File: src/rtl/alu_req_arbiter_if.sv
// Request/response bundle for the shared-ALU arbiter.
// rsp_overflow exists only when ALU_ARB_OVF_EN is defined.
interface alu_req_arbiter_if #(
  parameter int WIDTH = 8
);
  logic             req0_valid;
  logic             req0_ready;
  logic [WIDTH-1:0] req0_a;
  logic [WIDTH-1:0] req0_b;
  logic [2:0]       req0_op;
  logic             req1_valid;
  logic             req1_ready;
  logic [WIDTH-1:0] req1_a;
  logic [WIDTH-1:0] req1_b;
  logic [2:0]       req1_op;
  logic             rsp_valid;
  logic             rsp_ready;
  logic             rsp_id;
  logic [WIDTH-1:0] rsp_result;
  logic             rsp_zero;
  logic             rsp_carry;
  logic             rsp_negative;
`ifdef ALU_ARB_OVF_EN
  logic             rsp_overflow;
`endif

  modport master (
    output req0_valid, req0_a, req0_b, req0_op,
    output req1_valid, req1_a, req1_b, req1_op,
    output rsp_ready,
    input  req0_ready, req1_ready,
    input  rsp_valid, rsp_id, rsp_result,
`ifdef ALU_ARB_OVF_EN
    input  rsp_overflow,
`endif
    input  rsp_zero, rsp_carry, rsp_negative
  );

  modport slave (
    input  req0_valid, req0_a, req0_b, req0_op,
    input  req1_valid, req1_a, req1_b, req1_op,
    input  rsp_ready,
    output req0_ready, req1_ready,
    output rsp_valid, rsp_id, rsp_result,
`ifdef ALU_ARB_OVF_EN
    output rsp_overflow,
`endif
    output rsp_zero, rsp_carry, rsp_negative
  );
endinterface

File: src/rtl/alu_req_arbiter.sv
// Round-robin arbiter sharing one flag-producing ALU between two requesters.
// Define ALU_ARB_OVF_EN to add the registered signed-overflow flag.
module alu_req_arbiter #(
  parameter int WIDTH = 8
) (
  input logic              clk,
  input logic              rst_n,
  alu_req_arbiter_if.slave bus
);
  localparam logic [0:0] S_IDLE = 1'b0;
  localparam logic [0:0] S_RESP = 1'b1;
  localparam int MSB = WIDTH - 1;

  logic [0:0]       r_state;
  logic             r_last;
  logic             r_id;
  logic [WIDTH-1:0] r_result;
  logic             r_zero;
  logic             r_carry;
  logic             r_neg;
`ifdef ALU_ARB_OVF_EN
  logic             r_ovf;
  logic             w_ovf;
`endif

  logic             w_idle;
  logic             w_gnt0;
  logic             w_gnt1;
  logic             w_acc;
  logic [WIDTH-1:0] w_a;
  logic [WIDTH-1:0] w_b;
  logic [2:0]       w_op;
  logic [WIDTH:0]   w_sum;
  logic [WIDTH:0]   w_dif;
  logic [WIDTH-1:0] w_res;
  logic             w_cy;

  // r_last names the previous winner; a tie goes to the other one
  assign w_idle = (r_state == S_IDLE) && rst_n;
  assign w_gnt0 = w_idle && bus.req0_valid
               && (!bus.req1_valid || r_last);
  assign w_gnt1 = w_idle && bus.req1_valid
               && (!bus.req0_valid || !r_last);
  assign w_acc  = w_gnt0 || w_gnt1;

  assign bus.req0_ready = w_gnt0;
  assign bus.req1_ready = w_gnt1;

  assign w_a  = w_gnt1 ? bus.req1_a  : bus.req0_a;
  assign w_b  = w_gnt1 ? bus.req1_b  : bus.req0_b;
  assign w_op = w_gnt1 ? bus.req1_op : bus.req0_op;

  // borrow of the widened difference is exactly a < b
  assign w_sum = {1'b0, w_a} + {1'b0, w_b};
  assign w_dif = {1'b0, w_a} - {1'b0, w_b};

  // ALU result and carry for the selected operands
  always_comb begin
    w_res = '0;
    w_cy  = 1'b0;
    case (w_op)
      3'b000: begin
        w_res = w_sum[WIDTH-1:0];
        w_cy  = w_sum[WIDTH];
      end
      3'b001: begin
        w_res = w_dif[WIDTH-1:0];
        w_cy  = w_dif[WIDTH];
      end
      3'b010: w_res = w_a & w_b;
      3'b011: w_res = w_a | w_b;
      3'b100: w_res = w_a ^ w_b;
      3'b101: w_res = ~w_a;
      3'b110: w_res = {w_a[WIDTH-2:0], 1'b0};
      default: w_res = {1'b0, w_a[WIDTH-1:1]};
    endcase
  end

`ifdef ALU_ARB_OVF_EN
  // signed overflow for add/sub only
  always_comb begin
    w_ovf = 1'b0;
    unique case (1'b1)
      (w_op == 3'b000):
        w_ovf = (w_a[MSB] == w_b[MSB])
             && (w_res[MSB] != w_a[MSB]);
      (w_op == 3'b001):
        w_ovf = (w_a[MSB] != w_b[MSB])
             && (w_res[MSB] != w_a[MSB]);
      default: w_ovf = 1'b0;
    endcase
  end
`endif

  // FSM plus response register: capture on accept, hold until taken
  always_ff @(posedge clk or negedge rst_n) begin
    if (!rst_n) begin
      r_state  <= S_IDLE;
      r_last   <= 1'b1;
      r_id     <= 1'b0;
      r_result <= '0;
      r_zero   <= 1'b0;
      r_carry  <= 1'b0;
      r_neg    <= 1'b0;
`ifdef ALU_ARB_OVF_EN
      r_ovf    <= 1'b0;
`endif
    end else if (r_state == S_IDLE) begin
      if (w_acc) begin
        r_state  <= S_RESP;
        r_last   <= w_gnt1;
        r_id     <= w_gnt1;
        r_result <= w_res;
        r_zero   <= (w_res == '0);
        r_carry  <= w_cy;
        r_neg    <= w_res[MSB];
`ifdef ALU_ARB_OVF_EN
        r_ovf    <= w_ovf;
`endif
      end
    end else if (bus.rsp_ready) begin
      r_state <= S_IDLE;
    end
  end

  assign bus.rsp_valid    = (r_state == S_RESP);
  assign bus.rsp_id       = r_id;
  assign bus.rsp_result   = r_result;
  assign bus.rsp_zero     = r_zero;
  assign bus.rsp_carry    = r_carry;
  assign bus.rsp_negative = r_neg;
`ifdef ALU_ARB_OVF_EN
  assign bus.rsp_overflow = r_ovf;
`endif
endmodule
File: src/flat_wrapper.sv
// flat-port wrapper written by rule: the top's interface ports become plain ports
module alu_req_arbiter_flat 
#(
  parameter int WIDTH = 8
)
  (clk, rst_n, bus_req0_valid, bus_req0_a, bus_req0_b, bus_req0_op, bus_req1_valid, bus_req1_a, bus_req1_b, bus_req1_op, bus_rsp_ready, bus_req0_ready, bus_req1_ready, bus_rsp_valid, bus_rsp_id, bus_rsp_result, bus_rsp_zero, bus_rsp_carry, bus_rsp_negative);
  alu_req_arbiter_if #(.WIDTH(WIDTH)) bus_i ();
  input logic clk;
  input logic rst_n;
  input wire logic [$bits(bus_i.req0_valid)-1:0] bus_req0_valid;
  input wire logic [$bits(bus_i.req0_a)-1:0] bus_req0_a;
  input wire logic [$bits(bus_i.req0_b)-1:0] bus_req0_b;
  input wire logic [$bits(bus_i.req0_op)-1:0] bus_req0_op;
  input wire logic [$bits(bus_i.req1_valid)-1:0] bus_req1_valid;
  input wire logic [$bits(bus_i.req1_a)-1:0] bus_req1_a;
  input wire logic [$bits(bus_i.req1_b)-1:0] bus_req1_b;
  input wire logic [$bits(bus_i.req1_op)-1:0] bus_req1_op;
  input wire logic [$bits(bus_i.rsp_ready)-1:0] bus_rsp_ready;
  output wire logic [$bits(bus_i.req0_ready)-1:0] bus_req0_ready;
  output wire logic [$bits(bus_i.req1_ready)-1:0] bus_req1_ready;
  output wire logic [$bits(bus_i.rsp_valid)-1:0] bus_rsp_valid;
  output wire logic [$bits(bus_i.rsp_id)-1:0] bus_rsp_id;
  output wire logic [$bits(bus_i.rsp_result)-1:0] bus_rsp_result;
  output wire logic [$bits(bus_i.rsp_zero)-1:0] bus_rsp_zero;
  output wire logic [$bits(bus_i.rsp_carry)-1:0] bus_rsp_carry;
  output wire logic [$bits(bus_i.rsp_negative)-1:0] bus_rsp_negative;
  assign bus_i.req0_valid = bus_req0_valid;
  assign bus_i.req0_a = bus_req0_a;
  assign bus_i.req0_b = bus_req0_b;
  assign bus_i.req0_op = bus_req0_op;
  assign bus_i.req1_valid = bus_req1_valid;
  assign bus_i.req1_a = bus_req1_a;
  assign bus_i.req1_b = bus_req1_b;
  assign bus_i.req1_op = bus_req1_op;
  assign bus_i.rsp_ready = bus_rsp_ready;
  assign bus_req0_ready = bus_i.req0_ready;
  assign bus_req1_ready = bus_i.req1_ready;
  assign bus_rsp_valid = bus_i.rsp_valid;
  assign bus_rsp_id = bus_i.rsp_id;
  assign bus_rsp_result = bus_i.rsp_result;
  assign bus_rsp_zero = bus_i.rsp_zero;
  assign bus_rsp_carry = bus_i.rsp_carry;
  assign bus_rsp_negative = bus_i.rsp_negative;
  alu_req_arbiter #(.WIDTH(WIDTH)) u_core (.clk(clk), .rst_n(rst_n), .bus(bus_i));
endmodule
File: config.mk
export PLATFORM = sky130hd
export DESIGN_NAME = alu_req_arbiter_flat
export DESIGN_NICKNAME = d
export VERILOG_FILES = /design/src/rtl/alu_req_arbiter_if.sv /design/src/rtl/alu_req_arbiter.sv /design/src/flat_wrapper.sv
export SDC_FILE = /design/constraint.sdc
export NUM_CORES = 1
export LEC_CHECK = 0
export CAP_MARGIN = 20
export CORE_MARGIN = 2
export CORE_UTILIZATION = 55
export DETAILED_ROUTE_END_ITERATION = 16
export GPL_TIMING_DRIVEN = 0
export HOLD_SLACK_MARGIN = 0.05
export PLACE_DENSITY_LB_ADDON = 0.05
export SETUP_SLACK_MARGIN = 0.4
export SKIP_LAST_GASP = 1
export SLEW_MARGIN = 10
export SYNTH_ARGS = -nofsm -noshare
export SYNTH_HDL_FRONTEND = slang
export SYNTH_SLANG_ARGS = --single-unit
export TNS_END_PERCENT = 1
File: constraint.sdc
create_clock -name clk -period 9.3 [get_ports clk]
set_input_delay 1.86 -clock clk [delete_from_list [all_inputs] [get_ports clk]]
set_output_delay 1.86 -clock clk [all_outputs]
set_load 0.01 [all_outputs]
After elaboration in Yosys (flattened, before gate mapping)

Cells that the tools add are included.

Flip-flop bits (word level): 14
Memories: 0
Memory bits (writable): 0
Bits in latches: 0
Bits in read-only memories: 0

Shift operators: 0
Multipliers: 0
Divide/modulo/power cells: 0
Add/sub/neg operators: 2
Mux-type cells: 8
Equal/unequal tests: 6
Bitwise gates (word level): 5
$lt $le $gt $ge: 0
Reductions and logical operators: 14

Operator list:

| kind                 | number |
|---|---|
| $pmux W8 S7          | 1 |
| $mux W8              | 2 |
| $add A8 B8 Y9        | 1 |
| $eq A3 B3 Y1 const B | 3 |
| $sub A8 B8 Y9        | 1 |
| $and A8 B8 Y8        | 1 |
| $logic_not A8 Y1     | 1 |
| $not A8 Y8           | 1 |
| $or A8 B8 Y8         | 1 |
| $xor A8 B8 Y8        | 1 |
| $eq A3 B2 Y1 const B | 2 |
| $logic_and A1 B1 Y1  | 5 |
| $eq A3 B1 Y1 const B | 1 |
| $logic_not A1 Y1     | 3 |
| $logic_not A3 Y1     | 1 |
| $logic_or A1 B1 Y1   | 3 |
| $mux W1              | 3 |
| $mux W3              | 1 |
| $pmux W1 S2          | 1 |
| $reduce_and A2 Y1    | 1 |
| $not A1 Y1           | 1 |

Longest topological paths before layout

Word-level depth: 8
Gate-level depth with buffers: 20
Mapped depth without buffers: 16

Worst setup path after synthesis

Ideal clock, no wire load.

Kind: input port to flip-flop
Start: input bus_req1_valid
End: register u_core.r_zero, in the netlist u_core.bus.rsp_zero
Path slack: 4.252 ns
Arrival: 4.929 ns
Data required time: 9.180 ns
Buffers on the path: 5
Stages on the path: 20
Cell sequence: and3b_1 > buf_6 > nand2_4 > clkinv_2 > buf_6 > buf_6 > clkbuf_1 > nand2_1 > nand2_1 > inv_1 > ha_1 > clkbuf_1 > inv_1 > a211oi_1 > o31ai_1 > a21oi_1 > o21bai_1 > or3_1 > o211a_1 > a31o_1

Longest elaborated chain between the ends: 6
Elaborated cells between the ends (all ways): 25

Ends and longest elaborated chain:

| element                               | line                   | RTL |
|---|---|---|
| start: declaration                    | flat_wrapper.sv:14     | `input wire logic [$bits(bus_i.req1_valid)-1:0] bus_req1_valid;` |
| $logic_and A1 B1 Y1 (*)               | alu_req_arbiter.sv:42  | `assign w_gnt1 = w_idle && bus.req1_valid` |
| $logic_and A1 B1 Y1 (*)               | alu_req_arbiter.sv:43  | `&& (!bus.req0_valid \|\| !r_last);` |
| named net bus_req1_ready              | flat_wrapper.sv:20     | `output wire logic [$bits(bus_i.req1_ready)-1:0] bus_req1_ready;` |
| $mux W8 (tied with other cells)       | alu_req_arbiter.sv:49  | `assign w_a = w_gnt1 ? bus.req1_a : bus.req0_a;` |
| $sub A8 B8 Y9 (tied with other cells) | alu_req_arbiter.sv:55  | `assign w_dif = {1'b0, w_a} - {1'b0, w_b};` |
| $pmux W8 S7                           | alu_req_arbiter.sv:61  | `case (w_op)` |
| $logic_not A8 Y1                      | alu_req_arbiter.sv:114 | `r_zero <= (w_res == '0);` |
| end signal: assignment                | alu_req_arbiter.sv:114 |  |
| end: declaration                      | alu_req_arbiter.sv:18  | `logic r_zero;` |

Mark *: on every way through the listed nets, which the timed path passes. The rest lies on a longest branch.
A chain may end at the register's enable or synchronous reset.

Final worst setup path

Start: input rst_n
End: register u_core.r_zero, in the netlist u_core.bus.rsp_zero

Longest elaborated chain between the ends: 7
Elaborated cells between the ends (all ways): 25

Ends and longest elaborated chain:

| element                               | line                   | RTL |
|---|---|---|
| start: declaration                    | flat_wrapper.sv:9      | `input logic rst_n;` |
| $logic_and A1 B1 Y1 (*)               | alu_req_arbiter.sv:39  | `assign w_idle = (r_state == S_IDLE) && rst_n;` |
| $logic_and A1 B1 Y1                   | alu_req_arbiter.sv:42  |  |
| $logic_and A1 B1 Y1                   | alu_req_arbiter.sv:43  |  |
| $mux W8 (tied with other cells)       | alu_req_arbiter.sv:49  |  |
| $sub A8 B8 Y9 (tied with other cells) | alu_req_arbiter.sv:55  |  |
| $pmux W8 S7                           | alu_req_arbiter.sv:61  |  |
| $logic_not A8 Y1                      | alu_req_arbiter.sv:114 |  |

Mark *: on every way between the ends. The rest lies on a longest branch, timed or not.

==> run summary <==
========================================================================================================
Status                                                                                         completed
Worst R2R Path Depth                                                                                  19
Seq pwr share                                                                                      21.1%
Main synth FF type                                                                          sky130_fd_sc_hd__dfrtp_1
Cell-internal power                                                                               220 uW
Syn Inst Count                                                                                       352
DRT antenna net count                                                                                  0
Critical Path End Type                                                                              flop
Fin crit period                                                                                  6930 ps
Total placed cells including tap cells                                                               460
Flop and latch count out of synthesis                                                                 13
H-tree level count                                                                                     1
Switching Power                                                                                   182 uW
Setup TNS Final                                                                                     0 ps
Remaining design rule violation count                                                                  0
Main combinational cell family by area after synthesis                                      compound AO/OA/AOI/OAI gates
Layout Cells excl Fill                                                                               464
Dpl hpwl                                                                                         6940 um
Post-synth EDFFs                                                                                       0
Clock tree sinks                                                                                      13
Min-Delay Startpoint                                                                        u_core.bus.rsp_result[6]
Count of input and output buffers                                                                     56
Startpoint of the lowest-slack register-to-register path                                    u_core.bus.rsp_valid
RSZ-0062 raised after global routing                                                               false
Most frequent cells in the layout                                                           sky130_fd_sc_hd__clkdlybuf4s50_1 (56), sky130_fd_sc_hd__nand2_1 (51), sky130_fd_sc_hd__a21oi_1 (33), sky130_fd_sc_hd__inv_1 (31), sky130_fd_sc_hd__ha_1 (22)
Number of violations reported at the end of detailed-routing iteration 0                             349
Number of antenna violations at the first check in global routing                                      0
Global route total overflow                                                                            0
Die boundary height                                                                              71.6 um
Starting density of the core                                                                       57.4%
Most common cell on crit path                                                               sky130_fd_sc_hd__buf_6
Synthesized-area fraction occupied by adder cells                                                  12.5%
Fraction of post-synthesis cell area in the top cell type by area                                  11.9%
Maximum achievable frequency                                                                   0.144 GHz
Cell Rows                                                                                             24
Area of the mapped netlist                                                                     2510 um^2
Longest Clk Path Bufs                                                                                  2
Final Slew Violations                                                                                  0
GR Util All Layers                                                                                 36.2%
CTS Buf Count                                                                                          3
Warnings, synthesis                                                                                    0
Core region area                                                                               4380 um^2
Family with the most delay on the worst path                                                buffers and inverters
Clock share of power                                                                               13.1%
Fraction of the mapped netlist area in compound gates                                              30.9%
Post-CTS resize count                                                                                  0
Share of the synthesized netlist area taken by xor and xnor gates                                  2.79%
Total count of hold-check failures in the final report                                                 0
Fraction of the cycle the final worst path needs                                                   74.5%
Relative slew margins                                                                              47.2%
Worst-Margin Slew                                                                                 792 ps
Commonest non-fill, non-tap cell in the layout                                              sky130_fd_sc_hd__clkdlybuf4s50_1
Total power divided by cell area                                                             126 nW/um^2
Hold buffer count at CTS                                                                               0
Synthesis-to-finish area growth                                                                    26.7%
Sequential fraction of the synthesis area                                                          13.0%
Dominant cells by area after synthesis                                                      sky130_fd_sc_hd__dfrtp_1 (12%), sky130_fd_sc_hd__ha_1 (11%), sky130_fd_sc_hd__nand2_1 (7.6%)
Fraction of power consumed by combinational cells                                                  65.8%
Top Ports                                                                                             58
Die X-Extent                                                                                     71.6 um
Simple-gate share of the synthesized area                                                          25.6%
Worst vdd ir                                                                                   0.0660 mV
R2R Path End                                                                                u_core.bus.rsp_zero
Clock Latency Late Sink                                                                           250 ps
Worst stage delay on the critical path                                                            910 ps
Fraction of synthesis flops using an asynchronous set or reset pin                                  100%
Cells on Worst Hold Path                                                                               2
Library cell with the largest summed area after synthesis                                   sky130_fd_sc_hd__dfrtp_1
Post-Syn Area per Cell                                                                         7.14 um^2
Lkg Pwr                                                                                          1.40 nW
Worst-path cell chain                                                                       clkdlybuf4s50_1, and3b_1, buf_6, nand2_4, clkinv_2, buf_6, buf_6, clkbuf_1, nand2_1, nand2_1, inv_1, ha_1, clkbuf_1, inv_1, a211oi_1, xnor2_1, a21oi_1, o31ai_1, nor4b_2, a31o_1
Post-synth cell types                                                                                 71
Setup Fix Bufs, Post-CTS                                                                               0
Detailed-route vias per instance                                                                    6.50
Crit Path Class                                                                                   in2reg
Max Fanout on Critical Path                                                                           16
Buffers & Inverters on Critical Path                                                                   9
Share of cells above drive strength 1                                                              7.04%
Routed wire length per instance                                                                  19.4 um
Sw Ratio                                                                                           45.2%
GPL Wtd Cong                                                                                        1.04
Start point of the critical path                                                                   rst_n
First-pass DRT Iterations                                                                              5
Clock Root Buffer                                                                           sky130_fd_sc_hd__clkbuf_8
Arrival time at the worst endpoint                                                               7070 ps
Diode count                                                                                            0
Post-CTS clock slew at the launch and capture registers of the worst setup and hold paths          60 ps
Final-stage net count                                                                                480
Maximum number of pins on one net before global-route repair                                          17
Number of setup violations in the final report                                                         0
Max Cap Violations                                                                                     0
First-pass GRT wire length                                                                     14,500 um
Clock tree from TritonCTS                                                                            yes
Worst endpoint required time                                                                     9440 ps
Master of the slowest instance on the critical path                                         sky130_fd_sc_hd__clkdlybuf4s50_1
Vias in the first global route                                                                     2,860
Die ar.                                                                                        5130 um^2
Final worst clock skew                                                                           3.37 ps
Mux cell area share after synthesis                                                                5.22%
Overall via count from detail_route                                                                3,016
Class of the tightest hold or removal check                                                      reg2reg
Total wire length                                                                                8990 um
Number of nets produced by synthesis                                                                 419
Terminating pin of the worst hold path                                                      u_core.bus.rsp_result[6]
Crit start category                                                                           input port
Reg2Reg Setup Slack                                                                              4500 ps
========================================================================================================
==> power by group through the flow <==
stage | Clock, mW | Sequential (mW) | Combinational [mW]
detailed placement | 0 | 0.0854 | 0.257
global placement | 0 | 0.0841 | 0.253
floorplan | 0 | 0.0902 | 0.149
global route | 0.0551 | 0.0865 | 0.285
finish | 0.0526 | 0.0848 | 0.265
CTS | 0.0523 | 0.0846 | 0.259
==> through the flow <==
step                hold slack (ps)  area (um^2)  setup slack, ps  util (%)  total power, mW
floorplan                       485         2510             4250         -            0.239
global placement                462         3140             2350      71.6            0.337
detailed placement              470         3140             2250      71.6            0.342
CTS                             483         3190             2420      72.7            0.396
global route                    510         3190             2070      72.7            0.426
finish                          480         3190             2370      72.7            0.402
==> per-layer routing <==
metal | global-route usage [%] | part of all wire (%) | vias to the layer above
li1 | - | - | 1399
met1 | 48.8 | 40 | 1386
met2 | 58.2 | 46 | 201
met3 | 4.92 | 11 | 30
met4 | 14.7 | 3.4 | 0
met5 | 0 | 0 | -
==> synthesized netlist by cell type, types with 2 or more instances <==
library cell,number
sky130_fd_sc_hd__xnor2_1,5
sky130_fd_sc_hd__nor3_1,14
sky130_fd_sc_hd__a31oi_1,8
sky130_fd_sc_hd__buf_4,2
sky130_fd_sc_hd__nand4_1,4
sky130_fd_sc_hd__o21bai_1,4
sky130_fd_sc_hd__nand3_1,8
sky130_fd_sc_hd__fa_1,2
sky130_fd_sc_hd__buf_2,2
sky130_fd_sc_hd__nand2_1,51
sky130_fd_sc_hd__a21oi_1,33
sky130_fd_sc_hd__o31ai_1,6
sky130_fd_sc_hd__a221o_1,3
sky130_fd_sc_hd__o221ai_1,3
sky130_fd_sc_hd__mux2i_1,12
sky130_fd_sc_hd__o21ai_0,16
sky130_fd_sc_hd__xor2_1,3
sky130_fd_sc_hd__nand2b_1,5
sky130_fd_sc_hd__o22ai_1,4
sky130_fd_sc_hd__o31a_1,2
sky130_fd_sc_hd__buf_6,6
sky130_fd_sc_hd__clkbuf_1,9
sky130_fd_sc_hd__or3_1,2
sky130_fd_sc_hd__nand3b_1,3
sky130_fd_sc_hd__nor2_1,18
sky130_fd_sc_hd__a21o_1,2
sky130_fd_sc_hd__a211oi_1,9
sky130_fd_sc_hd__dfrtp_1,12
sky130_fd_sc_hd__nor2b_1,6
sky130_fd_sc_hd__inv_1,31
sky130_fd_sc_hd__ha_1,22
sky130_fd_sc_hd__o211ai_1,3
sky130_fd_sc_hd__and2_1,4
==> cell families after synthesis <==
| kind of cell | after synthesis |
|---|---|
| flip-flops | 13 |
| adder cells (fa/ha/maj) | 24 |
| AO/OA/AOI/OAI | 113 |
| XOR/XNOR | 8 |
| AND/OR/NAND/NOR | 129 |
| multiplexers | 13 |
| buffers and inverters | 52 |
==> how the worst max path moves through the flow <==
stage                          end  cells after the start  slack [ps]
2_1_floorplan  u_core.bus.rsp_zero                     20        4250
3_3_place_gp   u_core.bus.rsp_zero                     20        2350
3_5_place_dp   u_core.bus.rsp_zero                     21        2250
4_1_cts             bus_req1_ready                      9        2420
5_1_grt        u_core.bus.rsp_zero                     21        2070
6_report       u_core.bus.rsp_zero                     20        2370
==> tightest hold or removal path: stages (launching register included) <==
cell                      delay (ps)
sky130_fd_sc_hd__dfrtp_1         340
sky130_fd_sc_hd__nand2_1          50
sky130_fd_sc_hd__o21ai_0          60
==> area by class of cell <==
| type | instances | area, um^2 |
|---|---|---|
| timing repair buffer | 56 | 561 |
| multi-input combinational | 287 | 1940 |
| tap | 52 | 65.1 |
| sequential | 13 | 327 |
| fill | 372 | 1200 |
| inverter | 33 | 125 |
| clock buffer | 4 | 45.0 |
| buffer | 19 | 126 |
==> sequential cells by signal (all words and copies together), names as in the netlist <==
name / count
u_core.bus.rsp_result: 7
u_core.bus.rsp_carry: 1
u_core.bus.rsp_id: 1
u_core.bus.rsp_negative: 1
u_core.bus.rsp_valid: 1
u_core.bus.rsp_zero: 1
u_core.r_last: 1
Note: power is estimated with default switching activity, not from simulation.
